`src/rtl/alu_dec_pkg.sv`:
```
// alu_dec_pkg: ALU op codes, uPower opcode/XO constants and the decoded bundle type
package alu_dec_pkg;

    localparam logic [3:0] ALU_AND = 4'b0000;
    localparam logic [3:0] ALU_OR  = 4'b0001;
    localparam logic [3:0] ALU_ADD = 4'b0010;
    localparam logic [3:0] ALU_SUB = 4'b0110;
    localparam logic [3:0] ALU_SLT = 4'b0111;
    localparam logic [3:0] ALU_NOR = 4'b1100;

    localparam logic [5:0] OP_X    = 6'd31;
    localparam logic [5:0] OP_ADDI = 6'd14;
    localparam logic [5:0] OP_ANDI = 6'd28;
    localparam logic [5:0] OP_ORI  = 6'd24;
    localparam logic [5:0] OP_LD   = 6'd58;
    localparam logic [5:0] OP_STD  = 6'd62;
    localparam logic [5:0] OP_BR   = 6'd19;

    localparam logic [8:0] XO_ADD  = 9'd266;
    localparam logic [8:0] XO_SUBF = 9'd40;
    localparam logic [9:0] X_AND   = 10'd28;
    localparam logic [9:0] X_OR    = 10'd444;
    localparam logic [9:0] X_NOR   = 10'd124;
    localparam logic [9:0] X_CMP   = 10'd0;

    typedef struct packed {
        logic [3:0]  alu_op;
        logic        alu_src;
        logic [63:0] ds;
        logic [4:0]  src_a;
        logic [4:0]  src_b;
        logic [4:0]  dest;
        logic        reg_write;
    } dec_bundle_t;

    localparam dec_bundle_t BUNDLE_RST = '{ALU_ADD, 1'b0, 64'd0, 5'd0, 5'd0, 5'd0, 1'b0};
    localparam dec_bundle_t BUNDLE_NOP = '{ALU_ADD, 1'b1, 64'd0, 5'd0, 5'd0, 5'd0, 1'b0};

    function automatic logic [63:0] sext16(input logic [15:0] v);
        return {{48{v[15]}}, v};
    endfunction

    function automatic dec_bundle_t mk(input logic [3:0] op, input logic src, input logic [63:0] d,
                                       input logic [4:0] a, input logic [4:0] b, input logic [4:0] w,
                                       input logic rw);
        return '{op, src, d, a, b, w, rw};
    endfunction

endpackage

```
`src/rtl/alu_issue_decoder_if.sv`:
```
// alu_issue_decoder_if: instruction, decoded-bundle and branch-flag signals of the issue decoder
interface alu_issue_decoder_if;
    logic        instr_valid;
    logic        instr_ready;
    logic [31:0] instr;
    logic        out_valid;
    logic        out_ready;
    logic [3:0]  alu_input;
    logic        alu_src;
    logic [63:0] ds;
    logic [4:0]  src_a;
    logic [4:0]  src_b;
    logic [4:0]  dest;
    logic        reg_write;
    logic        flag_valid;
    logic        flag;
    logic        br_valid;
    logic        br_taken;
    logic [63:0] br_offset;
    logic        illegal_valid;

    modport master (
        input  instr_valid, instr, out_ready, flag_valid, flag,
        output instr_ready, out_valid, alu_input, alu_src, ds, src_a, src_b, dest, reg_write,
               br_valid, br_taken, br_offset, illegal_valid
    );

    modport slave (
        output instr_valid, instr, out_ready, flag_valid, flag,
        input  instr_ready, out_valid, alu_input, alu_src, ds, src_a, src_b, dest, reg_write,
               br_valid, br_taken, br_offset, illegal_valid
    );
endinterface

```
`src/rtl/alu_dec_fifo2.sv`:
```
// alu_dec_fifo2: generic 2-entry valid/ready queue; accepts a push while full if the head pops
module alu_dec_fifo2 #(
    parameter type T       = logic,
    parameter T    RST_VAL = '0
) (
    input  logic clk,
    input  logic rst_n,
    input  logic in_valid_i,
    output logic in_ready_o,
    input  T     in_data_i,
    output logic out_valid_o,
    input  logic out_ready_i,
    output T     out_data_o
);
    logic [1:0] count_q;
    logic       rd_q;
    T           mem_q [2];
    logic       push, pop;

    assign out_valid_o = count_q != 2'd0;
    assign out_data_o  = mem_q[rd_q];
    assign in_ready_o  = !(count_q == 2'd2 && !out_ready_i);
    assign push        = in_valid_i && in_ready_o;
    assign pop         = out_valid_o && out_ready_i;

    // storage, read pointer and occupancy; the write slot is the one after the live entries
    always_ff @(posedge clk or negedge rst_n) begin
        if (!rst_n) begin
            count_q  <= 2'd0;
            rd_q     <= 1'b0;
            mem_q[0] <= RST_VAL;
            mem_q[1] <= RST_VAL;
        end else begin
            if (push) mem_q[rd_q ^ count_q[0]] <= in_data_i;
            if (pop) rd_q <= ~rd_q;
            count_q <= count_q + {1'b0, push} - {1'b0, pop};
        end
    end
endmodule

```
`src/rtl/alu_issue_decoder.sv`:
```
// alu_issue_decoder: uPower instruction decode into ALU bundle, 2-entry output queue, branch FSM
// Optional: define ALU_DEC_ILLEGAL_TRAP_EN to drop illegal instructions and pulse illegal_valid
module alu_issue_decoder
    import alu_dec_pkg::*;
(
    input  logic clk,
    input  logic rst_n,
    alu_issue_decoder_if.master bus
);
    typedef enum logic {IDLE, BR_WAIT} state_t;

    state_t      state_q;
    logic        aa_q, br_valid_q, br_taken_q;
    logic [63:0] br_offset_q;
    logic        fifo_ready, accept, push, illegal, is_br, unused_bits;
    dec_bundle_t dec, head;
    logic [5:0]  opc;
    logic [4:0]  f1, f2, f3;
    logic [15:0] si;

    assign opc = bus.instr[31:26];
    assign f1  = bus.instr[25:21];
    assign f2  = bus.instr[20:16];
    assign f3  = bus.instr[15:11];
    assign si  = bus.instr[15:0];

    assign bus.instr_ready = fifo_ready && state_q == IDLE;
    assign accept          = bus.instr_valid && bus.instr_ready;

    // decode; immediate forms leave src_b at 0 except STD, whose store data comes from F1
    always_comb begin
        dec     = BUNDLE_NOP;
        illegal = 1'b0;
        is_br   = 1'b0;
        case (opc)
            OP_X: begin
                if (bus.instr[9:1] == XO_ADD)       dec = mk(ALU_ADD, 1'b0, '0, f2, f3, f1, 1'b1);
                else if (bus.instr[9:1] == XO_SUBF) dec = mk(ALU_SUB, 1'b0, '0, f3, f2, f1, 1'b1);
                else if (bus.instr[10:1] == X_AND)  dec = mk(ALU_AND, 1'b0, '0, f1, f3, f2, 1'b1);
                else if (bus.instr[10:1] == X_OR)   dec = mk(ALU_OR,  1'b0, '0, f1, f3, f2, 1'b1);
                else if (bus.instr[10:1] == X_NOR)  dec = mk(ALU_NOR, 1'b0, '0, f1, f3, f2, 1'b1);
                else if (bus.instr[10:1] == X_CMP)  dec = mk(ALU_SLT, 1'b0, '0, f2, f3, f1, 1'b0);
                else illegal = 1'b1;
            end
            OP_ADDI: dec = mk(ALU_ADD, 1'b1, sext16(si), f2, 5'd0, f1, 1'b1);
            OP_ANDI: dec = mk(ALU_AND, 1'b1, {48'd0, si}, f1, 5'd0, f2, 1'b1);
            OP_ORI:  dec = mk(ALU_OR,  1'b1, {48'd0, si}, f1, 5'd0, f2, 1'b1);
            OP_LD:   dec = mk(ALU_ADD, 1'b1, sext16({si[15:2], 2'b00}), f2, 5'd0, f1, 1'b1);
            OP_STD:  dec = mk(ALU_ADD, 1'b1, sext16({si[15:2], 2'b00}), f2, f1, 5'd0, 1'b0);
            OP_BR: begin
                dec   = mk(ALU_SUB, 1'b0, '0, f1, f2, 5'd0, 1'b0);
                is_br = 1'b1;
            end
            default: illegal = 1'b1;
        endcase
    end

`ifdef ALU_DEC_ILLEGAL_TRAP_EN
    logic illegal_q;
    assign push              = accept && !illegal;
    assign bus.illegal_valid = illegal_q;
    assign unused_bits       = bus.instr[0];
    // one-cycle pulse for each accepted illegal instruction
    always_ff @(posedge clk or negedge rst_n) begin
        if (!rst_n) illegal_q <= 1'b0;
        else        illegal_q <= accept && illegal;
    end
`else
    assign push              = accept;
    assign bus.illegal_valid = 1'b0;
    assign unused_bits       = bus.instr[0] ^ illegal;
`endif

    alu_dec_fifo2 #(.T(dec_bundle_t), .RST_VAL(BUNDLE_RST)) u_fifo (
        .clk        (clk),
        .rst_n      (rst_n),
        .in_valid_i (push),
        .in_ready_o (fifo_ready),
        .in_data_i  (dec),
        .out_valid_o(bus.out_valid),
        .out_ready_i(bus.out_ready),
        .out_data_o (head)
    );

    assign bus.alu_input = head.alu_op;
    assign bus.alu_src   = head.alu_src;
    assign bus.ds        = head.ds;
    assign bus.src_a     = head.src_a;
    assign bus.src_b     = head.src_b;
    assign bus.dest      = head.dest;
    assign bus.reg_write = head.reg_write;
    assign bus.br_valid  = br_valid_q;
    assign bus.br_taken  = br_taken_q;
    assign bus.br_offset = br_offset_q;

    // branch tracker: latch AA/BD on accept, resolve on the first flag_valid while waiting
    always_ff @(posedge clk or negedge rst_n) begin
        if (!rst_n) begin
            state_q     <= IDLE;
            aa_q        <= 1'b0;
            br_valid_q  <= 1'b0;
            br_taken_q  <= 1'b0;
            br_offset_q <= '0;
        end else begin
            br_valid_q <= 1'b0;
            if (state_q == IDLE && accept && is_br) begin
                state_q     <= BR_WAIT;
                aa_q        <= bus.instr[1];
                br_offset_q <= sext16({si[15:2], 2'b00});
            end else if (state_q == BR_WAIT && bus.flag_valid) begin
                state_q    <= IDLE;
                br_valid_q <= 1'b1;
                br_taken_q <= aa_q ? bus.flag : !bus.flag;
            end
        end
    end
endmodule
```
`src/flat_wrapper.sv`:
```
// flat-port wrapper written by rule: the top's interface ports become plain ports
module alu_issue_decoder_flat import alu_dec_pkg::*;
  (clk, rst_n, bus_instr_valid, bus_instr, bus_out_ready, bus_flag_valid, bus_flag, bus_instr_ready, bus_out_valid, bus_alu_input, bus_alu_src, bus_ds, bus_src_a, bus_src_b, bus_dest, bus_reg_write, bus_br_valid, bus_br_taken, bus_br_offset, bus_illegal_valid);
  alu_issue_decoder_if bus_i ();
  input  logic clk;
  input  logic rst_n;
  input wire logic [$bits(bus_i.instr_valid)-1:0] bus_instr_valid;
  input wire logic [$bits(bus_i.instr)-1:0] bus_instr;
  input wire logic [$bits(bus_i.out_ready)-1:0] bus_out_ready;
  input wire logic [$bits(bus_i.flag_valid)-1:0] bus_flag_valid;
  input wire logic [$bits(bus_i.flag)-1:0] bus_flag;
  output wire logic [$bits(bus_i.instr_ready)-1:0] bus_instr_ready;
  output wire logic [$bits(bus_i.out_valid)-1:0] bus_out_valid;
  output wire logic [$bits(bus_i.alu_input)-1:0] bus_alu_input;
  output wire logic [$bits(bus_i.alu_src)-1:0] bus_alu_src;
  output wire logic [$bits(bus_i.ds)-1:0] bus_ds;
  output wire logic [$bits(bus_i.src_a)-1:0] bus_src_a;
  output wire logic [$bits(bus_i.src_b)-1:0] bus_src_b;
  output wire logic [$bits(bus_i.dest)-1:0] bus_dest;
  output wire logic [$bits(bus_i.reg_write)-1:0] bus_reg_write;
  output wire logic [$bits(bus_i.br_valid)-1:0] bus_br_valid;
  output wire logic [$bits(bus_i.br_taken)-1:0] bus_br_taken;
  output wire logic [$bits(bus_i.br_offset)-1:0] bus_br_offset;
  output wire logic [$bits(bus_i.illegal_valid)-1:0] bus_illegal_valid;
  assign bus_i.instr_valid = bus_instr_valid;
  assign bus_i.instr = bus_instr;
  assign bus_i.out_ready = bus_out_ready;
  assign bus_i.flag_valid = bus_flag_valid;
  assign bus_i.flag = bus_flag;
  assign bus_instr_ready = bus_i.instr_ready;
  assign bus_out_valid = bus_i.out_valid;
  assign bus_alu_input = bus_i.alu_input;
  assign bus_alu_src = bus_i.alu_src;
  assign bus_ds = bus_i.ds;
  assign bus_src_a = bus_i.src_a;
  assign bus_src_b = bus_i.src_b;
  assign bus_dest = bus_i.dest;
  assign bus_reg_write = bus_i.reg_write;
  assign bus_br_valid = bus_i.br_valid;
  assign bus_br_taken = bus_i.br_taken;
  assign bus_br_offset = bus_i.br_offset;
  assign bus_illegal_valid = bus_i.illegal_valid;
  alu_issue_decoder u_core (.clk(clk), .rst_n(rst_n), .bus(bus_i));
endmodule
```
`config.mk`:
```
export PLATFORM = sky130hd
export DESIGN_NAME = alu_issue_decoder_flat
export DESIGN_NICKNAME = d
export VERILOG_FILES = /design/src/rtl/alu_dec_pkg.sv /design/src/rtl/alu_issue_decoder_if.sv /design/src/rtl/alu_dec_fifo2.sv /design/src/rtl/alu_issue_decoder.sv /design/src/flat_wrapper.sv
export SDC_FILE = /design/constraint.sdc
export NUM_CORES = 1
export LEC_CHECK = 0
export ABC_AREA = 0
export BUFFER_PORTS_ARGS = -buffer_cell sky130_fd_sc_hd__buf_2
export CAP_MARGIN = 20
export CORE_AREA = 2 2 124 126
export DETAILED_ROUTE_END_ITERATION = 8
export DIE_AREA = 0 0 126 128
export GPL_ROUTABILITY_DRIVEN = 0
export HOLD_SLACK_MARGIN = 0.02
export PLACE_DENSITY = 0.66
export SKIP_CTS_REPAIR_TIMING = 1
export SLEW_MARGIN = 5
export SYNTH_ARGS = -nofsm -noshare
export SYNTH_HDL_FRONTEND = slang
export SYNTH_SLANG_ARGS = --single-unit
```
`constraint.sdc`:
```
create_clock -name clk -period 2.57 [get_ports clk]
set_input_delay 0.3855 -clock clk [delete_from_list [all_inputs] [get_ports clk]]
set_output_delay 0.3855 -clock clk [all_outputs]
set_load 0.01 [all_outputs]
```
# Yosys cells after proc, flatten, opt, wreduce, memory -nomap -nowiden
# Cells that the tools add are included.
[totals] output_inout_bits=154 input_bits=38 wordCells=80 regBits=191
[op_classes] n_reduce_logical=16 muxes=19 n_bitwise=6 n_addsub=2 n_eq_ne=13 magnitude_cmp=3
[ops] operator="2-to-1 mux 85 bit" count=9
[ops] operator="case mux 85 bit (7 select lines)" count=1
[ops] operator="bitwise mux 170 bit" count=1
[ops] operator="demux 85 bit (select 1 bit)" count=1
[ops] operator="2-to-1 mux 84 bit" count=1
[ops] operator="equality test 6 x 5 -> 1 bit (second input constant)" count=4
[ops] operator="equality test 6 bit (second input constant)" count=2
[ops] operator="equality test 10 x 5 -> 1 bit (second input constant)" count=1
[ops] operator="equality test 10 x 7 -> 1 bit (second input constant)" count=1
[ops] operator="equality test 10 x 9 -> 1 bit (second input constant)" count=1
[ops] operator="logical NOT 10 bit" count=1
[ops] operator="equality test 9 x 6 -> 1 bit (second input constant)" count=1
[ops] operator="equality test 9 bit (second input constant)" count=1
[ops] operator="logical AND 1 bit" count=9
[ops] operator="equality test 6 x 4 -> 1 bit (second input constant)" count=1
[ops] operator="2-to-1 mux 1 bit" count=6
[ops] operator=">= comparator 2 bit (second input constant)" count=2
[ops] operator="NOT 1 -> 2 bit" count=2
[ops] operator="nonzero test 2 bit" count=2
[ops] operator="logical NOT 1 bit" count=3
[ops] operator="NOT 1 bit" count=3
[ops] operator="adder 2 x 1 -> 2 bit" count=1
[ops] operator="equality test 2 bit (second input constant)" count=1
[ops] operator="< comparator 2 x 1 -> 1 bit (second input constant)" count=1
[ops] operator="3 further kinds" count=3

# Longest topological paths before layout
# Gate-level depths: netlist of the first run.
[logic_depth] word_depth=9 mapped_depth=7 mapped_depth_nobuf=7

# Cells and area by module
# A second synthesis of the first run with hierarchy kept.
[unflattened] cells_unflattened=1700 area_unflattened_um2=15039.4
[modules_own_cells] module="alu_dec_fifo2" cells_each=1467 n_inst=1 seq_area_each_um2=4331.7 area_per_inst_um2=12974.9
[modules_own_cells] module="alu_issue_decoder" cells_each=233 n_inst=1 seq_area_each_um2=450.4 area_per_inst_um2=2064.5

# Worst setup path before layout of the first run
# Ideal clock, no wire load.
[synth_path] path_kind="flip-flop to output port" from="register u_core.u_fifo.rd_q" to="output bus_ds[17]" n_path_buf=3 arrival_ns=1.743 setup_slack_ns=0.441 t_required_ns=2.184 path_stages_with_launch=5 cell_sequence="dfrtp_1 -> clkbuf_1 -> buf_1 -> mux2_2 -> buf_4"
[synth_via] elab_chain_len=4
[synth_lines] item="start: declaration" line_no="alu_dec_fifo2.sv:16" text="logic rd_q;"
[synth_lines] item="start signal: assignment" line_no="alu_dec_fifo2.sv:35" text="if (pop) rd_q <= ~rd_q;"
[synth_lines] item="NOT 1 -> 2 bit (not written as such)" line_no="alu_dec_fifo2.sv:21" text="assign out_data_o = mem_q[rd_q];"
[synth_lines] item="2-to-1 mux 85 bit (not written as such) (3 in a row)" line_no="alu_dec_fifo2.sv:21"
[synth_lines] item="end: declaration" line_no="flat_wrapper.sv:16" text="output wire logic [$bits(bus_i.ds)-1:0] bus_ds;"
# Every way passes these cells. The select of a mux whose other input is x is not followed.

# Final worst setup path of the first run
[layout_path] from="register u_core.u_fifo.rd_q" to="output bus_ds[7]"
# Same word-level chain as after synthesis.

==> results of run 1 <==
==> worst max-delay path: stages, from the launching register on <==
cell and delay (ns):
dfrtp_1 0.40, buf_4 0.27, buf_4 0.29, mux2_2 0.41
buf_2 0.15
==> logic make-up (layout without fill, tap and decap cells) <==
group	Yosys count	after routing	synth area share [%]
flops	97	97	41.8
compound gates	115	115	13.0
mux	63	63	12.6
buf+inv	131	221	15.6
other cells	1	3	0.0646
xor+xnor	5	5	0.754
fa+ha+maj	2	2	0.431
simple gates	186	186	15.7
==> stage by stage <==
step                worst slack [ns]  total power [mW]  cell area, um^2  hold WS, ns  util, %
finish                         0.302              5.96             6550      0.00399     44.0
global placement               0.403              4.61             6240        0.409     42.0
global route                   0.175              6.34             6550       0.0453     44.0
CTS                            0.258              6.02             6550       0.0325     44.0
detailed placement             0.344              4.63             6240        0.412     42.0
floorplan                      0.441              3.99             5810       0.0899        -
==> report_power, final <==
part           total [mW]  internal, mW  switching (mW)  leakage (nW)
clock                1.38         0.696           0.687         0.150
sequential           2.12          1.92           0.206          1.29
combinational        2.45          1.06            1.39          1.84
total                5.96          3.67            2.29          3.28
==> how the worst max path moves through the flow <==
| stage | slack (ns) | startpoint | depth (start not counted) | to |
|---|---|---|---|---|
| after floorplan | 0.44 | u_core.u_fifo.rd_q | 4 | bus_ds[17] |
| after CTS | 0.26 | u_core.u_fifo.rd_q | 3 | bus_ds[18] |
| after detailed placement | 0.34 | bus_instr[7] | 7 | u_core.u_fifo.mem_q[7] |
| after global routing | 0.17 | u_core.u_fifo.rd_q | 3 | bus_ds[21] |
| final | 0.30 | u_core.u_fifo.rd_q | 4 | bus_ds[7] |
| after global placement | 0.40 | bus_instr[3] | 7 | u_core.u_fifo.mem_q[6] |
==> cell type report <==
| class | count | share of cell area, % |
|---|---|---|
| inverter | 4 | 0.229 |
| clock buffer | 9 | 3.44 |
| sequential | 97 | 37.1 |
| timing repair buffer | 201 | 16.3 |
| tap | 188 | 3.59 |
| multi-input combinational | 374 | 38.1 |
| clock inverter | 7 | 1.24 |
==> routing by layer <==
layer	vias to the layer above	GRT usage, %	part of all wire (%)
met2	191	28.1	46
met1	2083	23.8	45
met5	-	0	0
li1	2165	-	-
met4	0	8.21	2.9
met3	26	2.80	6.4
==> sequential cells by signal (all words and copies together) (netlist names) <==
name,count
u_core.state_q,1
u_core.u_fifo.count_q,2
u_core.bus.br_taken,1
u_core.u_fifo.rd_q,1
u_core.aa_q,1
u_core.bus.br_valid,1
u_core.bus.br_offset,14
u_core.u_fifo.mem_q,76
==> placed cells by master (no fill, tap or decap), types with 3 or more instances in the layout <==
cell type	instances
o21ai_0	25
a41oi_1	10
o21ai_1	22
and2_1	4
buf_2	187
nor2_1	23
mux2i_1	10
o211ai_1	10
dfrtp_1	95
inv_1	4
a22o_1	5
nand2b_1	4
mux2_2	44
nand4_1	12
nand2_1	104
clkbuf_16	9
nand3_1	5
a22o_2	5
xnor2_1	3
conb_1	3
buf_4	12
o21a_1	4
mux2_4	9
a21oi_1	12
nor3_1	4
nor2b_1	3
o22ai_1	11
==> summary.md, run 1 <==
| Metric | Value |
|---|---|
| Clock root buffer | `clkbuf_16` |
| CP Data Required Time | `2.18 ns` |
| Skew-Pair Late Insertion Delay | `0.36 ns` |
| Post-synthesis sequential area ratio | `41.8%` |
| Post-layout net count | `727` |
| Critical Path Sink Type | `primary output` |
| Via count | `4465` |
| Total global routing overflow | `0` |
| Die Area | `16100 um^2` |
| Via density | `5.07` |
| Area Growth Syn to Fin | `12.7%` |
| DP Cell Count | `864` |
| Max-slew headroom | `52.0%` |
| Post-synthesis cell area | `5810 um^2` |
| Multi-input gate area | `2490 um^2` |
| Clock Skew | `0.00884 ns` |
| Seq cells post-synth | `97` |
| Total Routed Length | `14.2 mm` |
| Die Ht | `128 um` |
| Crit path time final | `2.27 ns` |
| Post-route clock period utilization | `88.3%` |
| Dominant cells by area after synthesis | `dfrtp_1 41%, buf_4 13%, mux2_2 8.5%, nand2_1 6.7%, mux2_4 2.3%` |
| DR iter-0 viols | `300` |
| Synth Flop Type | `dfrtp_1` |
| Top-Level Pins | `192` |
| EDFF count, synth | `0` |
| Clock Path Buffers | `2` |
| Clk slew on worst S/H paths | `0.08 ns` |
| Cell depth of the worst flop-to-flop path | `5` |
| Layout fillers | `1442` |
| Placed wire-length estimate | `10.5 mm` |
| R2R setup slack | `0.55 ns` |
| Post-synth ARST share | `100%` |
| Number of H-tree levels | `3` |
| Setup TNS Final | `0 ns` |
| DR WL/cell | `16.2 um` |
| Cts bufs inserted | `9` |
| Worst r2r dst | `u_core.u_fifo.mem_q[2]` |
| First-pass GRT wire length | `22.4 mm` |
| ANT cells | `0` |
| CP Launch Type | `register` |
| Worst slew pin tran | `0.717 ns` |
| Most common cell in the synthesized netlist | `nand2_1` |
| Initial antenna violation count | `0` |
| Synth Instances | `600` |
| PD cells | `910 nW/um^2` |
| Max IR drop VDD | `0.392 mV` |
| Routed Antenna Nets | `0` |
| Total GRT Usage | `17.7%` |
| Commonest cells post-synth | `104 x nand2_1, 99 x buf_4, 95 x dfrtp_1` |
| Crit path max fanout | `15` |
| Distinct cells, synth | `65` |
| Die X | `126 um` |
| YS warnings | `0` |
| Pin count of the biggest net entering global routing | `59` |
| Status | `finished clean` |
| TritonCTS clock tree | `built` |
| FP Rows | `45` |
| Hold Vio Cnt, Final | `0` |
| Sinks on Clock Net | `97` |
| Final setup viols | `0` |
| Area fraction of the dominant cell type after synthesis | `40.9%` |
| Crit Path Category | `register to primary output` |
| Syn Area/Cell | `9.68 um^2` |
| Dominant cell type by area after synthesis | `dfrtp_1` |
| Initial Util | `39.1%` |
| Fmax | `0.441 GHz` |
| Share of cells above drive strength 1 | `42.6%` |
| Max-Cap Viols | `0` |
| Fin cells | `880` |
| Unrepaired setup endpoints after global routing | `no` |
| Critical Path AT | `1.88 ns` |
| Start of the worst register-to-register path | `u_core.u_fifo.count_q[1]` |
| Seq. cell area | `2430 um^2` |
| 1st-pass router iterations | `7` |
| Final Max Tran Viols | `0` |
| Core Region | `14900 um^2` |
| Hold/Removal Path Class | `input pin to asynchronous set/reset pin` |
| Remaining DRCs | `0` |
| Vias in the first global route | `4113` |
| Leak | `3.28 nW` |
| PortBufs | `188` |
Note: power is estimated with default switching activity, not from simulation.
==> run 2, diff against run 1 <==
Settings changed: PLACE_DENSITY 0.66 to not set, PLACE_DENSITY_LB_ADDON set to 0.12, RECOVER_POWER set to 25.
==> summary.md, run 2 (synthesis results as in run 1) <==
| Metric | Value |
|---|---|
| Status | `finished, violations left` |
| Failing checks | `capacitance limit, slew limit` |
| Max IR drop VDD | `0.380 mV (-3.2%)` |
| Layout fillers | `1491 (+3.4%)` |
| Crit path time final | `2.30 ns (+0.0344 ns)` |
| Placed wire-length estimate | `10.7 mm (+1.6%)` |
| ANT cells | `0 (unchanged)` |
| PnR worst setup slack | `0.268 ns (-0.0344 ns)` |
| Clock Skew | `0.00650 ns (-0.00234 ns)` |
| Vias in the first global route | `4097 (-0.39%)` |
| First-pass GRT wire length | `23.3 mm (+3.9%)` |
| PD cells | `912 nW/um^2 (+0.20%)` |
| Critical path's slowest cell | `mux2_2` |
| R2R setup slack | `0.55 ns (about the same)` |
| Max reg flops | `76 (unchanged)` |
| Most frequent cells in the layout | `188 x buf_2, 104 x nand2_1, 95 x dfrtp_1, 44 x mux2_2, 25 x o21ai_0` |
| Core Region | `14900 um^2 (unchanged)` |
| Leak | `3.27 nW (-0.38%)` |
| Layout Utilization | `43.9% (-0.17 points)` |
| Via count | `4548 (+1.9%)` |
| Worst slew pin tran | `2.16 ns (+1.45 ns)` |
| Met3 Usage GRT | `3.51% (+0.71 points)` |
| CP Data Required Time | `2.18 ns (about the same)` |
| Post-route clock period utilization | `89.6% (+1.3 points)` |
| Initial Util | `39.1% (unchanged)` |
| Max-slew headroom | `-44.3% (-96 points)` |
| Multi-input gate area | `2490 um^2 (unchanged)` |
| Number of H-tree levels | `3 (unchanged)` |
| Area Growth Syn to Fin | `12.3%` |
| Share of cells above drive strength 1 | `42.7% (+0.083 points)` |
| CP top delay family | `multiplexers` |
| Commonest non-fill, non-tap cell in the layout | `buf_2` |
| Top-Level Pins | `192 (unchanged)` |
| CP bufs+invs | `2 (-1)` |
| Final Max Tran Viols | `98 (+98)` |
| Clock root buffer | `clkbuf_16` |
| PortBufs | `188 (unchanged)` |
| Pin count of the biggest net entering global routing | `98 (+66%)` |
| Post-layout net count | `728 (+0.14%)` |
| Hold Vio Cnt, Final | `0 (unchanged)` |
| Hold Path Cell Cnt | `2` |
| GRT met2 Usage | `27.8% (-0.25 points)` |
| Max-Cap Viols | `1 (+1)` |
| Cell depth of the worst flop-to-flop path | `5 (unchanged)` |
| Top reg by flops | `u_core.u_fifo.mem_q` |
| Die X | `126 um (unchanged)` |
| Remaining DRCs | `0 (unchanged)` |
| Hold/Removal Path Class | `input pin to register` |
| Cts bufs inserted | `9 (unchanged)` |
| Crit path max fanout | `48 (+33)` |
| Skew-Pair Late Insertion Delay | `0.35 ns (about the same)` |
| Total GRT Usage | `18.6% (+0.97 points)` |
| Via density | `5.16 (+1.7%)` |
| Total global routing overflow | `0 (unchanged)` |
| Critical Path AT | `1.92 ns (+0.04 ns)` |
| Total Routed Length | `14.8 mm (+3.9%)` |
| Clock Path Buffers | `2 (unchanged)` |
| Sinks on Clock Net | `97 (unchanged)` |
| 1st-pass router iterations | `5 (-2)` |
| Max incr delay on CP | `0.55 ns (+0.14 ns)` |
| GRT busiest layer | `met2` |
| DR iter-0 viols | `308 (+2.7%)` |
| FP Rows | `45 (unchanged)` |
| GRT met1 Usage | `26.5% (+2.7 points)` |
| TritonCTS clock tree | `built` |
| Clk slew on worst S/H paths | `0.07 ns (about the same)` |
| Die Area | `16100 um^2 (unchanged)` |
| Routed Antenna Nets | `0 (unchanged)` |
| Final setup viols | `0 (unchanged)` |
| Setup TNS Final | `0 ns (unchanged)` |
| Unrepaired setup endpoints after global routing | `no` |
| Critical Path Sink Type | `primary output` |
| Crit path depth | `3 (-1)` |
| Initial antenna violation count | `0 (unchanged)` |
| Post-place setup slack | `0.432 ns (+0.0881 ns)` |
| CP Launch Type | `register` |
| Fmax | `0.434 GHz (-1.5%)` |
| Worst-path cell chain | `buf_4 > mux2_2 > buf_2` |
| DR WL/cell | `16.8 um (+3.8%)` |
| Seq. cell area | `2430 um^2 (unchanged)` |
| Die Ht | `128 um (unchanged)` |
| Crit Path Category | `register to primary output` |
## run 2: path summary, 6_finish.rpt
path | to | startpoint
worst min register to register | u_core.u_fifo.mem_q[83] | u_core.u_fifo.mem_q[83]
worst min-delay path | u_core.state_q | bus_flag_valid
min in group asynchronous | u_core.u_fifo.mem_q[107] | rst_n
worst max register to register | u_core.u_fifo.mem_q[1] | u_core.u_fifo.rd_q
max in group asynchronous | u_core.u_fifo.mem_q[5] | rst_n
worst max-delay path | bus_ds[17] | u_core.u_fifo.rd_q
## run 2: power by group
group	leakage [nW]	switching (mW)	internal, mW
sequential	1.29	0.214	1.92
clock	0.142	0.606	0.761
combinational	1.84	1.39	1.06
total	3.27	2.21	3.73
## run 2: final cells by class
type | count | share of cell area, %
clock buffer | 9 | 3.45
multi-input combinational | 374 | 38.2
clock inverter | 7 | 1.17
timing repair buffer | 202 | 16.0
sequential | 97 | 37.3
tap | 188 | 3.61
inverter | 4 | 0.230
## run 2: metal layers
layer | up-vias | share of wire [%]
met2 | 197 | 44
met1 | 2167 | 47
met5 | - | 0
met3 | 21 | 6.7
li1 | 2163 | -
met4 | 0 | 2.3
## run 2: through the flow
step / hold slack [ns] / power [mW] / instances / cell area, um^2
2_1_floorplan: 0.0899 / 3.99 / 602 / 5810
3_3_place_gp: 0.457 / 4.60 / 865 / 6230
3_5_place_dp: 0.465 / 4.64 / 865 / 6230
5_1_grt: 0.242 / 6.37 / 881 / 6520
6_report: 0.221 / 5.95 / 881 / 6520
4_1_cts: 0.103 / 6.04 / 881 / 6540
==> run 3, diff against run 2 <==
Settings changed: CORE_AREA 2 2 124 126 to 2 2 197 199, DIE_AREA 0 0 126 128 to 0 0 199 201, SYNTH_HIERARCHICAL set to 1.
==> summary.md, run 3 <==
| Metric | Value |
|---|---|
| Status | `finished, violations left` |
| Failing checks | `capacitance limit, slew limit` |
| R2R setup slack | `0.11 ns (-0.44 ns)` |
| EDFF count, synth | `0 (unchanged)` |
| Dominant cell type by area after synthesis | `dfrtp_1` |
| Total global routing overflow | `0 (unchanged)` |
| Start of the worst register-to-register path | `u_core/u_fifo/count_q[1]` |
| Vias in the first global route | `12800 (+210%)` |
| DR WL/cell | `20.3 um (+21%)` |
| Initial Util | `39.5% (+0.40 points)` |
| Number of H-tree levels | `4 (+1)` |
| Crit path time final | `2.46 ns (+0.161 ns)` |
| Post-route clock period utilization | `95.9% (+6.3 points)` |
| Fmax | `0.406 GHz (-6.6%)` |
| Final setup viols | `0 (unchanged)` |
| YS warnings | `6 (+6)` |
| Synth Flop Type | `dfrtp_1` |
| Crit Path Category | `register to register` |
| Max reg flops | `170 (+120%)` |
| Setup TNS Final | `0 ns (unchanged)` |
| Post-layout net count | `1805 (+150%)` |
| Multi-input gate area | `8810 um^2 (+250%)` |
| Worst r2r dst | `u_core/u_fifo/count_q[1]` |
| Clock root buffer | `clkbuf_16` |
| Layout Utilization | `45.2% (+1.3 points)` |
| Critical Path Sink Type | `register` |
| Cts bufs inserted | `17 (+8)` |
| Via density | `5.98 (+16%)` |
| Layout fillers | `3688 (+150%)` |
| Worst slew pin tran | `1.60 ns (-0.559 ns)` |
| Clock Path Buffers | `2 (unchanged)` |
| Post-synthesis cell area | `15000 um^2 (+160%)` |
| Area Growth Syn to Fin | `14.4%` |
| Hold Vio Cnt, Final | `0 (unchanged)` |
| Clock Skew | `0.0116 ns (+0.00513 ns)` |
| Setup crit start | `u_core/u_fifo/count_q[1]` |
| Critical Path AT | `2.84 ns (+0.92 ns)` |
| Clk slew on worst S/H paths | `0.08 ns (about the same)` |
| Share of cells above drive strength 1 | `32.1% (-11 points)` |
| Crit path max fanout | `17 (-65%)` |
| Leak | `7.26 nW (+120%)` |
| Post-synthesis sequential area ratio | `31.8% (-10 points)` |
| FP Rows | `72 (+60%)` |
| TritonCTS clock tree | `built` |
| Syn Area/Cell | `8.85 um^2 (-8.6%)` |
| Post-synth ARST share | `100% (unchanged)` |
| Max-Cap Viols | `1 (unchanged)` |
| Core Region | `38100 um^2 (+160%)` |
| Pin count of the biggest net entering global routing | `224 (+130%)` |
| Dominant cells by area after synthesis | `dfrtp_1 31%, nor2_1 8.8%, mux2_2 7.5%, a221oi_1 7.0%, a221o_1 6.3%` |
| Max-slew headroom | `-6.98% (+37 points)` |
| Final Max Tran Viols | `52 (-47%)` |
| Cell depth of the worst flop-to-flop path | `11 (+6)` |
| Hold/Removal Path Class | `input pin to register` |
| Sinks on Clock Net | `191 (+97%)` |
| 1st-pass router iterations | `5 (unchanged)` |
| PortBufs | `188 (unchanged)` |
| Initial antenna violation count | `1 (+1)` |
| Die X | `199 um (+58%)` |
| DR iter-0 viols | `1060 (+240%)` |
| Area fraction of the dominant cell type after synthesis | `31.4% (-9.5 points)` |
| Top-Level Pins | `192 (unchanged)` |
| Critical Path End | `u_core/u_fifo/count_q[1]` |
| Seq. cell area | `4790 um^2 (+97%)` |
| Die Ht | `201 um (+57%)` |
| Max IR drop VDD | `0.943 mV (+150%)` |
| Seq cells post-synth | `191 (+97%)` |
| Most frequent cells in the layout | `354 x nor2_1, 187 x buf_2, 187 x dfrtp_1, 120 x a221oi_1, 100 x mux2_2` |
| Commonest non-fill, non-tap cell in the layout | `nor2_1` |
| Top reg by flops | `u_core/u_fifo/mem_q` |
| Via count | `13700 (+200%)` |
| Synth Instances | `1700 (+180%)` |
| Distinct cells, synth | `63 (-3.1%)` |
| Routed Antenna Nets | `0 (unchanged)` |
| CP Data Required Time | `2.95 ns (+0.77 ns)` |
| Die Area | `40000 um^2 (+150%)` |
| Remaining DRCs | `0 (unchanged)` |
| CP Launch Type | `register` |
| Placed wire-length estimate | `28.3 mm (+160%)` |
| PD cells | `1320 nW/um^2 (+44%)` |
| Skew-Pair Late Insertion Delay | `0.46 ns (+0.11 ns)` |
| Total GRT Usage | `23.2% (+4.6 points)` |
| Total Routed Length | `46.6 mm (+220%)` |
| Commonest cells post-synth | `354 x nor2_1, 189 x dfrtp_1, 120 x a221oi_1` |
| First-pass GRT wire length | `74.3 mm (+220%)` |
| Most common cell in the synthesized netlist | `nor2_1` |
-- run 3: cell types whose count changed after synthesis, sizes merged, moves of 18 or more --
cell,change
nor3b,+87
nor2,+331
clkbuf,+85
and2,+18
or2,+83
a221o,+95
nand2,-90
a221oi,+170
inv,+86
o211ai,+76
mux2,+47
o21ai,-42
nand4b,+85
dfrtp,+94
-- run 3: worst min path at each step --
stage                   start                        to  slack, ns  cells past startpoint
6_report       bus_flag_valid            u_core/state_q       0.12                      2
5_1_grt        bus_flag_valid            u_core/state_q       0.11                      2
4_1_cts                 rst_n   u_core/u_fifo/mem_q[64]      -0.09                      1
3_5_place_dp            rst_n  u_core/u_fifo/mem_q[152]       0.41                      1
3_3_place_gp            rst_n  u_core/u_fifo/mem_q[152]       0.41                      1
2_1_floorplan           rst_n               u_core/aa_q       0.09                      0
-- run 3: logic make-up (layout without fill, tap and decap cells) --
group / after synthesis / in the layout / share of synthesized area (%)
and+or+nand+nor: 691 / 691 / 25.3
AOI/OAI and AO/OA: 391 / 391 / 24.8
buffers and inverters: 319 / 395 / 10.2
DFF: 191 / 191 / 31.8
muxes: 100 / 100 / 7.49
xor gates and xnor gates: 5 / 5 / 0.291
adders and majority gates: 2 / 2 / 0.166
other: 1 / 4 / 0.0249
-- run 3: critical path: stages (launching register included) --
cell,delay (ns)
dfrtp_1,0.42
nor2b_1,0.17
nand2b_1,0.19
nor2b_4,0.19
and2_4,0.28
buf_12,0.19
nand2_1,0.06
ha_1,0.27
inv_1,0.04
ha_1,0.18
xnor2_1,0.22
xnor2_1,0.15
-- run 3: stage by stage --
step           power, mW  setup slack [ns]  cell area (um^2)  std cells  hold slack, ns
6_report            22.6             0.106             17200       2297           0.119
5_1_grt             24.5          -0.00693             17200       2297           0.110
4_1_cts             22.8            0.0830             17200       2294         -0.0895
3_5_place_dp        20.0            -0.218             16600       2262           0.414
3_3_place_gp        19.7            -0.237             16600       2262           0.405
2_1_floorplan       16.0             -1.41             15100       1702          0.0899
-- run 3: power breakdown --
group,switching [mW],internal [mW],total [mW]
clock,1.38,1.28,2.66
sequential,1.37,4.44,5.80
combinational,7.93,6.24,14.2
-- run 3: final cells by class --
cell class | count | area share, %
Clock buffer | 18 | 2.55
Sequential cell | 191 | 27.8
Multi-Input combinational cell | 1192 | 51.2
Tap cell | 518 | 3.77
Inverter | 90 | 1.96
Antenna cell | 1 | 0.0145
Clock inverter | 14 | 0.647
Timing Repair Buffer | 273 | 12.0
-- run 3: per-layer routing --
metal  wire [um]  vias up  share of wire, %  global-route usage, %
li1            -     6429                 -                      -
met1       21800     6910                47                   33.7
met2       22000      368                47                   36.3
met3        2230       40               4.8                   3.46
met4         548        0               1.2                   5.25
met5           0        -                 0                      0
